==> src/rtl/uart_tx_arbiter.sv <==
// Round-robin arbiter sharing one UART transmitter among NUM_REQ byte streams,
// with optional packet locking and a busy-rise timeout guard.
module uart_tx_arbiter #(
  parameter int NUM_REQ      = 4,
  parameter int PKT_LOCK     = 1,
  parameter int BUSY_TIMEOUT = 4096
) (
  input  logic                       clk,
  input  logic                       rstb,
  input  logic [NUM_REQ-1:0]         req_valid,
  input  logic [8*NUM_REQ-1:0]       req_data,
  input  logic [NUM_REQ-1:0]         req_last,
  output logic [NUM_REQ-1:0]         req_ready,
  output logic                       tx_valid,
  output logic [7:0]                 tx_data,
  input  logic                       tx_busy,
  output logic [$clog2(NUM_REQ)-1:0] grant_id,
  output logic                       locked,
  output logic                       err_timeout
);

  localparam int IW = $clog2(NUM_REQ);
  localparam int CW = $clog2(BUSY_TIMEOUT + 1);

  localparam logic [1:0] S_IDLE   = 2'd0;
  localparam logic [1:0] S_ISSUE  = 2'd1;
  localparam logic [1:0] S_DRAIN  = 2'd2;
  localparam logic [1:0] S_LOCKED = 2'd3;

  logic [1:0]    state_q, state_d;
  logic          tx_valid_q, tx_valid_d;
  logic [7:0]    tx_data_q, tx_data_d;
  logic          last_q, last_d;
  logic [IW-1:0] grant_q, grant_d;
  logic          locked_q, locked_d;
  logic          err_q, err_d;
  logic [IW-1:0] ptr_q, ptr_d;
  logic [CW-1:0] cnt_q, cnt_d;

  logic [IW-1:0] sel_idx;
  logic          sel_found;
  logic [IW:0]   sum;
  logic [IW-1:0] acc_idx;
  logic          accept;
  logic [IW-1:0] ptr_next;

  // First valid requester at or after the round-robin pointer, wrapping mod NUM_REQ.
  always_comb begin
    sel_idx   = '0;
    sel_found = 1'b0;
    sum       = '0;
    for (int k = 0; k < NUM_REQ; k++) begin
      sum = {1'b0, ptr_q} + (IW+1)'(k);
      if (sum >= (IW+1)'(NUM_REQ)) sum = sum - (IW+1)'(NUM_REQ);
      if (!sel_found && req_valid[sum[IW-1:0]]) begin
        sel_found = 1'b1;
        sel_idx   = sum[IW-1:0];
      end
    end
  end

  always_comb begin
    req_ready = '0;
    acc_idx   = grant_q;
    if (rstb) begin
      case (state_q)
        S_IDLE: begin
          if (sel_found) begin
            req_ready[sel_idx] = 1'b1;
            acc_idx            = sel_idx;
          end
        end
        S_LOCKED: req_ready[grant_q] = 1'b1;
        default: ;
      endcase
    end
  end

  assign accept   = |(req_ready & req_valid);
  assign ptr_next = (grant_q == IW'(NUM_REQ - 1)) ? '0 : grant_q + IW'(1);

  always_comb begin
    state_d    = state_q;
    tx_valid_d = tx_valid_q;
    tx_data_d  = tx_data_q;
    last_d     = last_q;
    grant_d    = grant_q;
    locked_d   = locked_q;
    err_d      = err_q;
    ptr_d      = ptr_q;
    cnt_d      = cnt_q;
    case (state_q)
      S_IDLE, S_LOCKED: begin
        if (accept) begin
          tx_data_d  = req_data[8*acc_idx +: 8];
          last_d     = req_last[acc_idx];
          grant_d    = acc_idx;
          tx_valid_d = 1'b1;
          cnt_d      = '0;
          state_d    = S_ISSUE;
        end
      end
      S_ISSUE: begin
        // A busy already high here (stale frame) still counts as the handshake.
        if (tx_busy) begin
          tx_valid_d = 1'b0;
          cnt_d      = '0;
          state_d    = S_DRAIN;
        end else if (cnt_q == CW'(BUSY_TIMEOUT - 1)) begin
          tx_valid_d = 1'b0;
          err_d      = 1'b1;
          locked_d   = 1'b0;
          cnt_d      = '0;
          state_d    = S_IDLE;
        end else begin
          cnt_d = cnt_q + CW'(1);
        end
      end
      S_DRAIN: begin
        if (!tx_busy) begin
          if ((PKT_LOCK != 0) && !last_q) begin
            locked_d = 1'b1;
            state_d  = S_LOCKED;
          end else begin
            locked_d = 1'b0;
            ptr_d    = ptr_next;
            state_d  = S_IDLE;
          end
        end
      end
      default: state_d = S_IDLE;
    endcase
  end

  always_ff @(posedge clk or negedge rstb) begin
    if (!rstb) begin
      state_q    <= S_IDLE;
      tx_valid_q <= 1'b0;
      tx_data_q  <= '0;
      last_q     <= 1'b0;
      grant_q    <= '0;
      locked_q   <= 1'b0;
      err_q      <= 1'b0;
      ptr_q      <= '0;
      cnt_q      <= '0;
    end else begin
      state_q    <= state_d;
      tx_valid_q <= tx_valid_d;
      tx_data_q  <= tx_data_d;
      last_q     <= last_d;
      grant_q    <= grant_d;
      locked_q   <= locked_d;
      err_q      <= err_d;
      ptr_q      <= ptr_d;
      cnt_q      <= cnt_d;
    end
  end

  assign tx_valid    = tx_valid_q;
  assign tx_data     = tx_data_q;
  assign grant_id    = grant_q;
  assign locked      = locked_q;
  assign err_timeout = err_q;

endmodule

==> config.mk <==
export PLATFORM = sky130hd
export DESIGN_NAME = uart_tx_arbiter
export DESIGN_NICKNAME = d
export VERILOG_FILES = /design/src/rtl/uart_tx_arbiter.sv
export SDC_FILE = /design/constraint.sdc
export NUM_CORES = 1
export LEC_CHECK = 0
export CORE_AREA = 2 2 83 85
export CTS_CLUSTER_DIAMETER = 100
export CTS_CLUSTER_SIZE = 8
export DETAILED_ROUTE_END_ITERATION = 8
export DIE_AREA = 0 0 85 87
export PLACE_DENSITY = 0.72
export SETUP_SLACK_MARGIN = 0.05
export SLEW_MARGIN = 15
export SYNTH_ARGS = -nofsm -noshare
export SYNTH_HDL_FRONTEND = slang
export SYNTH_SLANG_ARGS = --single-unit
==> constraint.sdc <==
create_clock -name clk -period 2.97 [get_ports clk]
set_input_delay 0.594 -clock clk [delete_from_list [all_inputs] [get_ports clk]]
set_output_delay 0.594 -clock clk [all_outputs]
set_load 0.02 [all_outputs]
**Word-level counts from Yosys, hierarchy flattened**

Index checks and enable logic that the tools add are counted.

- Memory bits (writable): 0
- Memory bits (read-only): 0
- Input port bits: 43
- Memories kept: 0
- Bits in latches: 0
- Register bits: 31
- Word-level logic and storage cells: 115
- Output and inout bits: 17

- Multiplexer cells: 51
- Multipliers: 0
- Equality and inequality tests: 10
- Reductions and logical operators: 20
- Add/subtract/negate cells: 9
- Shift-type cells: 1
- Divide/modulo/power cells: 0
- Bitwise logic cells: 2
- Order comparisons: 13

Operators with widths:

| operator | number |
|---|---|
| 2-to-1 mux 13 bit | 3 |
| 2-to-1 mux 2 bit | 17 |
| variable part select 32 x 6 -> 8 bit | 1 |
| case mux 13 bit (2 select lines) | 1 |
| less-than comparator 2 x 3 -> 1 bit, second input constant | 7 |
| 2-to-1 mux 1 bit | 17 |
| adder 13 x 1 -> 13 bit, second input constant | 1 |
| equality test 13 x 12 -> 1 bit, second input constant | 1 |
| AND reduction 3 bit | 4 |
| binary-select mux 1 bit (select 2 bit) | 5 |
| greater-or-equal comparator 3 bit, second input constant | 3 |
| 2-to-1 mux 4 bit | 2 |
| != test 2 bit, second input constant | 4 |
| case mux 4 bit (2 select lines) | 1 |
| subtractor 2 x 1 -> 2 bit, second input constant | 4 |
| adder 2 x 2 -> 3 bit, second input constant | 2 |
| equality test 2 bit, second input constant | 3 |
| case mux 2 bit (3 select lines) | 1 |
| logical AND 1 bit | 5 |
| bitwise AND 4 bit | 1 |
| demux 1 bit (select 2 bit) | 2 |
| greater-or-equal comparator 2 x 1 -> 1 bit, second input constant | 2 |
| case mux 1 bit (2 select lines) | 2 |
| AND reduction 2 bit | 2 |
| other kinds (12) | 15 |

**Logic depth before layout (Yosys ltp)**

- Word-level depth: 25
- Depth in mapped cells: 10
- Mapped depth without buffers: 8

**Worst setup path after synthesis**

OpenSTA, ideal clock, no wires.

- Path type: register -> register
- Start: register state_q[0]
- End: register last_q
- Clock period less this slack: 2.283 ns
- Data required time: 2.845 ns
- Arrival: 2.158 ns
- Cell stages (with the launch flop): 10
- Setup time: 0.125 ns
- Path buffers: 1
- Path slack: 0.687 ns
- Cell sequence: dfrtp_1 -> inv_1 -> ha_1 -> inv_1 -> nand2_1 -> a221oi_1 -> nand2_2 -> nand2_1 -> buf_2 -> mux2_2

- Longest elaborated chain between the ends: 6
- Elaborated cells on any way between the ends: 12
- Those cells by class: eq/ne: 1; mux: 6; bitwise: 1; reduce/logical: 4

Ends and longest elaborated chain:

| element | line | text |
|---|---|---|
| from (decl) | 30 | `logic [1:0] state_q, state_d;` |
| from (signal assigned) | 147 | `state_q <= state_d;` |
| equality test 2 bit or logical NOT 2 bit (tied branches) | 66, 92 |  |
| case mux 4 bit (2 select lines) | 66 | `case (state_q)` |
| 2-to-1 mux 4 bit | 65 | `if (rstb) begin` |
| bitwise AND 4 bit | 79 | `assign accept = \|(req_ready & req_valid);` |
| OR reduction 4 bit | 79 |  |
| AND reduction 2 bit (no line) | - |  |
| to (signal assigned) | 150 | `last_q <= last_d;` |
| to (decl) | 33 | `logic last_q, last_d;` |

Parallel ways exist; a longest one is shown, timed or not. The select of a mux whose other input is x is not followed.
A chain may end at the register's enable or synchronous reset.

**Final worst setup path**

- Start: input req_valid[2]
- End: output req_ready[1]

- Longest elaborated chain between the ends: 19
- Elaborated cells on any way between the ends: 30
- Those cells by class: order compare: 2; mux: 21; reduce/logical: 7

Ends and longest elaborated chain:

| element | line | text |
|---|---|---|
| from (decl) | 10 | `input logic [NUM_REQ-1:0] req_valid,` |
| binary-select mux 1 bit (select 2 bit) | 55 | `if (!sel_found && req_valid[sum[IW-1:0]]) begin` |
| 2-to-1 mux 1 bit (not written as such) | 55 |  |
| 2-to-1 mux 1 bit | 55 |  |
| logical NOT 1 bit | 55 |  |
| logical AND 1 bit | 55 |  |
| 2-to-1 mux 1 bit | 55 |  |
| logical NOT 1 bit | 55 |  |
| logical AND 1 bit | 55 |  |
| [3 not listed] | - |  |
| 2-to-1 mux 2 bit | 55 |  |
| less-than comparator 2 x 3 -> 1 bit (not written as such) or greater-or-equal comparator 2 x 1 -> 1 bit (tied branches) | 69 | `req_ready[sel_idx] = 1'b1;` |
| logical AND 1 bit (not written as such) | 69 |  |
| 2-to-1 mux 1 bit (not written as such) | 69 |  |
| demux 1 bit (select 2 bit) | 69 |  |
| 2-to-1 mux 4 bit (*) | 68 | `if (sel_found) begin` |
| case mux 4 bit (2 select lines) (*) | 66 |  |
| 2-to-1 mux 4 bit (*) | 65 |  |
| to (decl) | 13 | `output logic [NUM_REQ-1:0] req_ready,` |

Every way passes the cells marked *; elsewhere a longest branch is shown, timed or not. The select of a mux whose other input is x is not followed.

==> impl_results.html <==
<table>
<tr><th>Metric</th><th>Value</th></tr>
<tr><th colspan="2">Run status</th></tr>
<tr><td>Outcome</td><td>finished clean</td></tr>
<tr><th colspan="2">Logic synthesis</th></tr>
<tr><td>Largest family of logic cells by synthesized area</td><td>compound AO/OA/AOI/OAI gates</td></tr>
<tr><td>Post-synthesis cell type count</td><td>56</td></tr>
<tr><td>Fraction of the mapped netlist area in compound gates</td><td>23.0%</td></tr>
<tr><td>Synth Register Bits</td><td>31</td></tr>
<tr><td>Mean area per synthesized cell</td><td>9.90 um2</td></tr>
<tr><td>Post-Synth Simple-Gate Area</td><td>13.4%</td></tr>
<tr><td>EDFF count, synth</td><td>0</td></tr>
<tr><td>Sequential cell area fraction in the yosys report</td><td>34.8%</td></tr>
<tr><td>Library cell occupying the most area in the post-synthesis netlist</td><td>sky130_fd_sc_hd__dfrtp_1</td></tr>
<tr><td>Share of the synthesized area in the top cell type</td><td>34.8%</td></tr>
<tr><td>Cells after synthesis</td><td>225</td></tr>
<tr><td>Multiplexer area fraction after synthesis</td><td>18.5%</td></tr>
<tr><td>Mapped Area</td><td>2230 um2</td></tr>
<tr><td>Area share of fa/ha/maj cells after synthesis</td><td>5.05%</td></tr>
<tr><td>Cell with the most instances after synthesis</td><td>sky130_fd_sc_hd__dfrtp_1</td></tr>
<tr><td>Top cells by area, synth</td><td>sky130_fd_sc_hd__dfrtp_1 (35%), sky130_fd_sc_hd__mux2i_1 (13%), sky130_fd_sc_hd__ha_1 (5.1%)</td></tr>
<tr><td>Most instantiated flip-flop cell in the synthesis netlist</td><td>sky130_fd_sc_hd__dfrtp_1</td></tr>
<tr><td>Commonest cells in the synthesized netlist</td><td>sky130_fd_sc_hd__dfrtp_1 (31), sky130_fd_sc_hd__mux2i_1 (30), sky130_fd_sc_hd__inv_1 (13), sky130_fd_sc_hd__nand2_1 (13)</td></tr>
<tr><td>Synth Area in XOR/XNOR</td><td>0.393%</td></tr>
<tr><td>Share of synthesized flip-flops with an asynchronous set or reset</td><td>100%</td></tr>
<tr><td>Number of warning messages in the yosys log</td><td>0</td></tr>
<tr><td>Post-synth net total</td><td>277</td></tr>
<tr><th colspan="2">Pwr</th></tr>
<tr><td>Leakage power total</td><td>0.00132 uW</td></tr>
<tr><td>Internal Dissipation</td><td>1530 uW</td></tr>
<tr><td>Clk pwr share</td><td>12.4%</td></tr>
<tr><td>Net switching fraction of the power</td><td>41.6%</td></tr>
<tr><td>Sequential power share</td><td>25.8%</td></tr>
<tr><td>Combinational share of power</td><td>61.8%</td></tr>
<tr><td>Switching power</td><td>1090 uW</td></tr>
<tr><td>Power density over cell area</td><td>836 nW/um2</td></tr>
<tr><td>Worst supply voltage drop on vdd</td><td>0.370 mV</td></tr>
<tr><th colspan="2">Final layout</th></tr>
<tr><td>Number of fillers in the final layout</td><td>625</td></tr>
<tr><td>Fraction of final layout cells with drive strength greater than 1</td><td>18.8%</td></tr>
<tr><td>Layout net count</td><td>359</td></tr>
<tr><td>Area added between synthesis and finish</td><td>40.8%</td></tr>
<tr><td>Post-route standard cell area excluding fillers</td><td>3140 um2</td></tr>
<tr><td>Antenna cells</td><td>0</td></tr>
<tr><th colspan="2">STA</th></tr>
<tr><td>Setup tns final</td><td>0 ns</td></tr>
<tr><td>Remaining max-slew budget at the tightest pin</td><td>70.8%</td></tr>
<tr><td>Max Clock Skew</td><td>0.00727 ns</td></tr>
<tr><td>Upper clock frequency limit</td><td>354 MHz</td></tr>
<tr><td>Setup-failing EPs final</td><td>0</td></tr>
<tr><td>Measured slew at the worst slew-check pin</td><td>0.434 ns</td></tr>
<tr><td>Final hold violation count</td><td>0</td></tr>
<tr><td>Unrepaired setup endpoints after global routing</td><td>no</td></tr>
<tr><td>Worst slack on hold paths</td><td>0.484 ns</td></tr>
<tr><td>Post-route clock period utilization</td><td>95.1%</td></tr>
<tr><td>Pins Over Slew Limit</td><td>0</td></tr>
<tr><td>Minimum period implied by the final worst setup slack</td><td>2.82 ns</td></tr>
<tr><td>Final setup margin</td><td>0.146 ns</td></tr>
<tr><th colspan="2">Route</th></tr>
<tr><td>Routed vias/inst</td><td>5.38</td></tr>
<tr><td>Total DRC errors in the routed layout</td><td>0</td></tr>
<tr><td>Number of violations reported at the end of detailed-routing iteration 0</td><td>106</td></tr>
<tr><td>Wirelength per Cell</td><td>14.4 um</td></tr>
<tr><td>Overall via count from detail_route</td><td>2089</td></tr>
<tr><td>Detailed Route WL</td><td>5570 um</td></tr>
<tr><td>DRT Pass-1 Iters</td><td>4</td></tr>
<tr><td>Remaining antenna violation count after routing</td><td>0</td></tr>
<tr><th colspan="2">Global route</th></tr>
<tr><td>Antenna violations before repair</td><td>0</td></tr>
<tr><td>Global-route total usage across every layer</td><td>15.6%</td></tr>
<tr><td>Global-route congestion overflow total</td><td>0</td></tr>
<tr><td>Via count of the first global-routing pass</td><td>2095</td></tr>
<tr><td>Global-route wire length before repair</td><td>9440 um</td></tr>
<tr><td>Maximum number of pins on one net before global-route repair</td><td>19</td></tr>
<tr><th colspan="2">Die</th></tr>
<tr><td>Starting density of the core</td><td>33.9%</td></tr>
<tr><td>Top-level port count</td><td>60</td></tr>
<tr><td>Full die area</td><td>7400 um2</td></tr>
<tr><td>Number of cell rows</td><td>30</td></tr>
<tr><td>Die Wd</td><td>85 um</td></tr>
<tr><td>Vertical extent of the die</td><td>87 um</td></tr>
<tr><td>Std-Cell Core Area</td><td>6570 um2</td></tr>
<tr><th colspan="2">CTS</th></tr>
<tr><td>CTS Buffer Depth</td><td>2</td></tr>
<tr><td>Buffer cell driving the clock tree root</td><td>sky130_fd_sc_hd__clkbuf_8</td></tr>
<tr><td>Number of buffers created by CTS</td><td>5</td></tr>
<tr><td>Total clock sinks</td><td>31</td></tr>
<tr><td>Skew-Pair Late Insertion Delay</td><td>0.29 ns</td></tr>
<tr><td>Maximum level of the CTS H-tree</td><td>2</td></tr>
<tr><td>Clock-pin slew on the worst setup and hold paths</td><td>0.07 ns</td></tr>
<tr><td>TritonCTS clock tree</td><td>done</td></tr>
<tr><td>Hold_buf cts</td><td>0</td></tr>
<tr><th colspan="2">Place</th></tr>
<tr><td>Worst-case setup slack after placement</td><td>-0.316 ns</td></tr>
<tr><td>Final Wtd Congestion</td><td>0.852</td></tr>
<tr><td>HPWL after detailed placement</td><td>4330 um</td></tr>
<tr><td>Count of input and output buffers</td><td>59</td></tr>
<tr><td>Placed Instance Area</td><td>3040 um2</td></tr>
<tr><th colspan="2">Critical path</th></tr>
<tr><td>Class of the most critical setup path</td><td>primary input to output port</td></tr>
<tr><td>Worst Path Arrival</td><td>2.23 ns</td></tr>
<tr><td>Nature of the critical path startpoint</td><td>primary input</td></tr>
<tr><td>Critical-path maximum fanout</td><td>3</td></tr>
<tr><td>Type of element capturing the critical path</td><td>output port</td></tr>
<tr><td>Required time of the critical path</td><td>2.38 ns</td></tr>
<tr><th colspan="2">Worst hold path</th></tr>
<tr><td>Classification of the worst-slack hold path</td><td>register to register</td></tr>
<tr><th colspan="2">Run</th></tr>
<tr><td>Max Cap Violations</td><td>0</td></tr>
</table>
## kinds of logic (layout without fill, tap and decap cells)
family                   count (synthesis)  in the layout
XOR/XNOR                                 1              1
buffers and inverters                   20            103
AND/OR/NAND/NOR                         58             58
adder cells (fa/ha/maj)                  9              9
multiplexers                            40             40
AO/OA/AOI/OAI                           66             66
flip-flops                              31             31
## cell type report
cell class / instances / area [um2] / share of cell area, %
multi-input combinational: 174 / 1380 / 43.8
tap: 80 / 100 / 3.19
sequential: 31 / 776 / 24.7
clock buffer: 6 / 72.6 / 2.31
inverter: 13 / 48.8 / 1.56
clock inverter: 2 / 12.5 / 0.399
timing repair buffer: 82 / 753 / 24.0
## layout by cell type, fill, tap and decap left out, types with 2 or more instances in the layout
| cell type | synthesis | layout |
|---|---|---|
| sky130_fd_sc_hd__clkdlybuf4s50_1 | 0 | 53 |
| sky130_fd_sc_hd__dfrtp_1 | 31 | 31 |
| sky130_fd_sc_hd__mux2i_1 | 30 | 30 |
| sky130_fd_sc_hd__buf_4 | 1 | 22 |
| sky130_fd_sc_hd__inv_1 | 13 | 13 |
| sky130_fd_sc_hd__nand2_1 | 13 | 13 |
| sky130_fd_sc_hd__o21ai_0 | 10 | 10 |
| sky130_fd_sc_hd__mux2_2 | 10 | 10 |
| sky130_fd_sc_hd__ha_1 | 9 | 9 |
| sky130_fd_sc_hd__nor2_1 | 8 | 8 |
| sky130_fd_sc_hd__nand3_1 | 7 | 7 |
| sky130_fd_sc_hd__a22oi_1 | 6 | 6 |
| sky130_fd_sc_hd__nor3_1 | 6 | 6 |
| sky130_fd_sc_hd__o31ai_1 | 7 | 6 |
| sky130_fd_sc_hd__a21oi_1 | 5 | 5 |
| sky130_fd_sc_hd__clkbuf_8 | 0 | 5 |
| sky130_fd_sc_hd__nand2b_1 | 4 | 4 |
| sky130_fd_sc_hd__a21o_1 | 4 | 4 |
| sky130_fd_sc_hd__nor2b_1 | 5 | 4 |
| sky130_fd_sc_hd__and3_1 | 4 | 4 |
| sky130_fd_sc_hd__a41oi_1 | 4 | 4 |
| sky130_fd_sc_hd__a21boi_0 | 3 | 3 |
| sky130_fd_sc_hd__nand4_1 | 3 | 3 |
| sky130_fd_sc_hd__clkbuf_2 | 0 | 3 |
| sky130_fd_sc_hd__nand2_2 | 2 | 2 |
| sky130_fd_sc_hd__o31ai_4 | 1 | 2 |
| sky130_fd_sc_hd__or3_1 | 2 | 2 |
| sky130_fd_sc_hd__a31oi_1 | 2 | 2 |
| sky130_fd_sc_hd__a22o_1 | 2 | 2 |
| sky130_fd_sc_hd__dlygate4sd2_1 | 0 | 2 |
## state kept, by name, indices dropped and copies added (netlist names)
signal       cells
ptr_q            2
state_q          2
locked           1
tx_data          8
last_q           1
tx_valid         1
err_timeout      1
grant_id         2
cnt_q           13
## power by group through the flow
stage	logic [uW]	clock network (uW)	registers (uW)
3_5_place_dp	1590	0	682
5_1_grt	1760	351	696
2_1_floorplan	942	0	750
6_report	1620	326	676
3_3_place_gp	1590	0	679
4_1_cts	1630	335	677
## through the flow
step / total power [uW] / utilization [%] / cells
3_5_place_dp: 2270 / 46.3 / 379
3_3_place_gp: 2270 / 46.3 / 379
6_report: 2620 / 47.8 / 388
4_1_cts: 2640 / 47.9 / 388
5_1_grt: 2810 / 47.8 / 388
2_1_floorplan: 1690 / - / 225
## critical path, stage by stage
cell                              delay, ns
sky130_fd_sc_hd__clkdlybuf4s50_1       0.43
sky130_fd_sc_hd__buf_4                 0.16
sky130_fd_sc_hd__o41a_1                0.38
sky130_fd_sc_hd__and4_1                0.25
sky130_fd_sc_hd__a22oi_1               0.19
sky130_fd_sc_hd__nor2_1                0.06
sky130_fd_sc_hd__clkbuf_2              0.16
## layer usage
metal  vias to the layer above  wire length [um]  global-route usage, %
li1                       1024                 -                      -
met1                      1005              2600                   20.1
met2                        55              2630                   26.3
met3                         5               293                   3.98
met4                         0                37                   3.90
met5                         -                 0                      0
## worst paths after layout
path	to	cells past startpoint	start	slack, ns
setup / recovery	req_ready[1]	7	req_valid[2]	0.15
min in group asynchronous	cnt_q[0]$_DFFE_PN0P_	2	rstb	0.88
hold / removal	err_timeout$_DFFE_PN0P_	1	err_timeout$_DFFE_PN0P_	0.48
hold reg to reg	err_timeout$_DFFE_PN0P_	1	err_timeout$_DFFE_PN0P_	0.48
setup reg to reg	tx_data[5]$_DFFE_PN0P_	10	state_q[0]$_DFFE_PN0P_	0.46
max in group asynchronous	tx_data[1]$_DFFE_PN0P_	2	rstb	1.90
## timing repair
item,in CTS,in global routing
setup buffers,1,0
pin swaps,1,0
endpoints found under the setup margin,13,4
resized for setup,11,7
No activity file was read; power rests on OpenSTA's default activity.
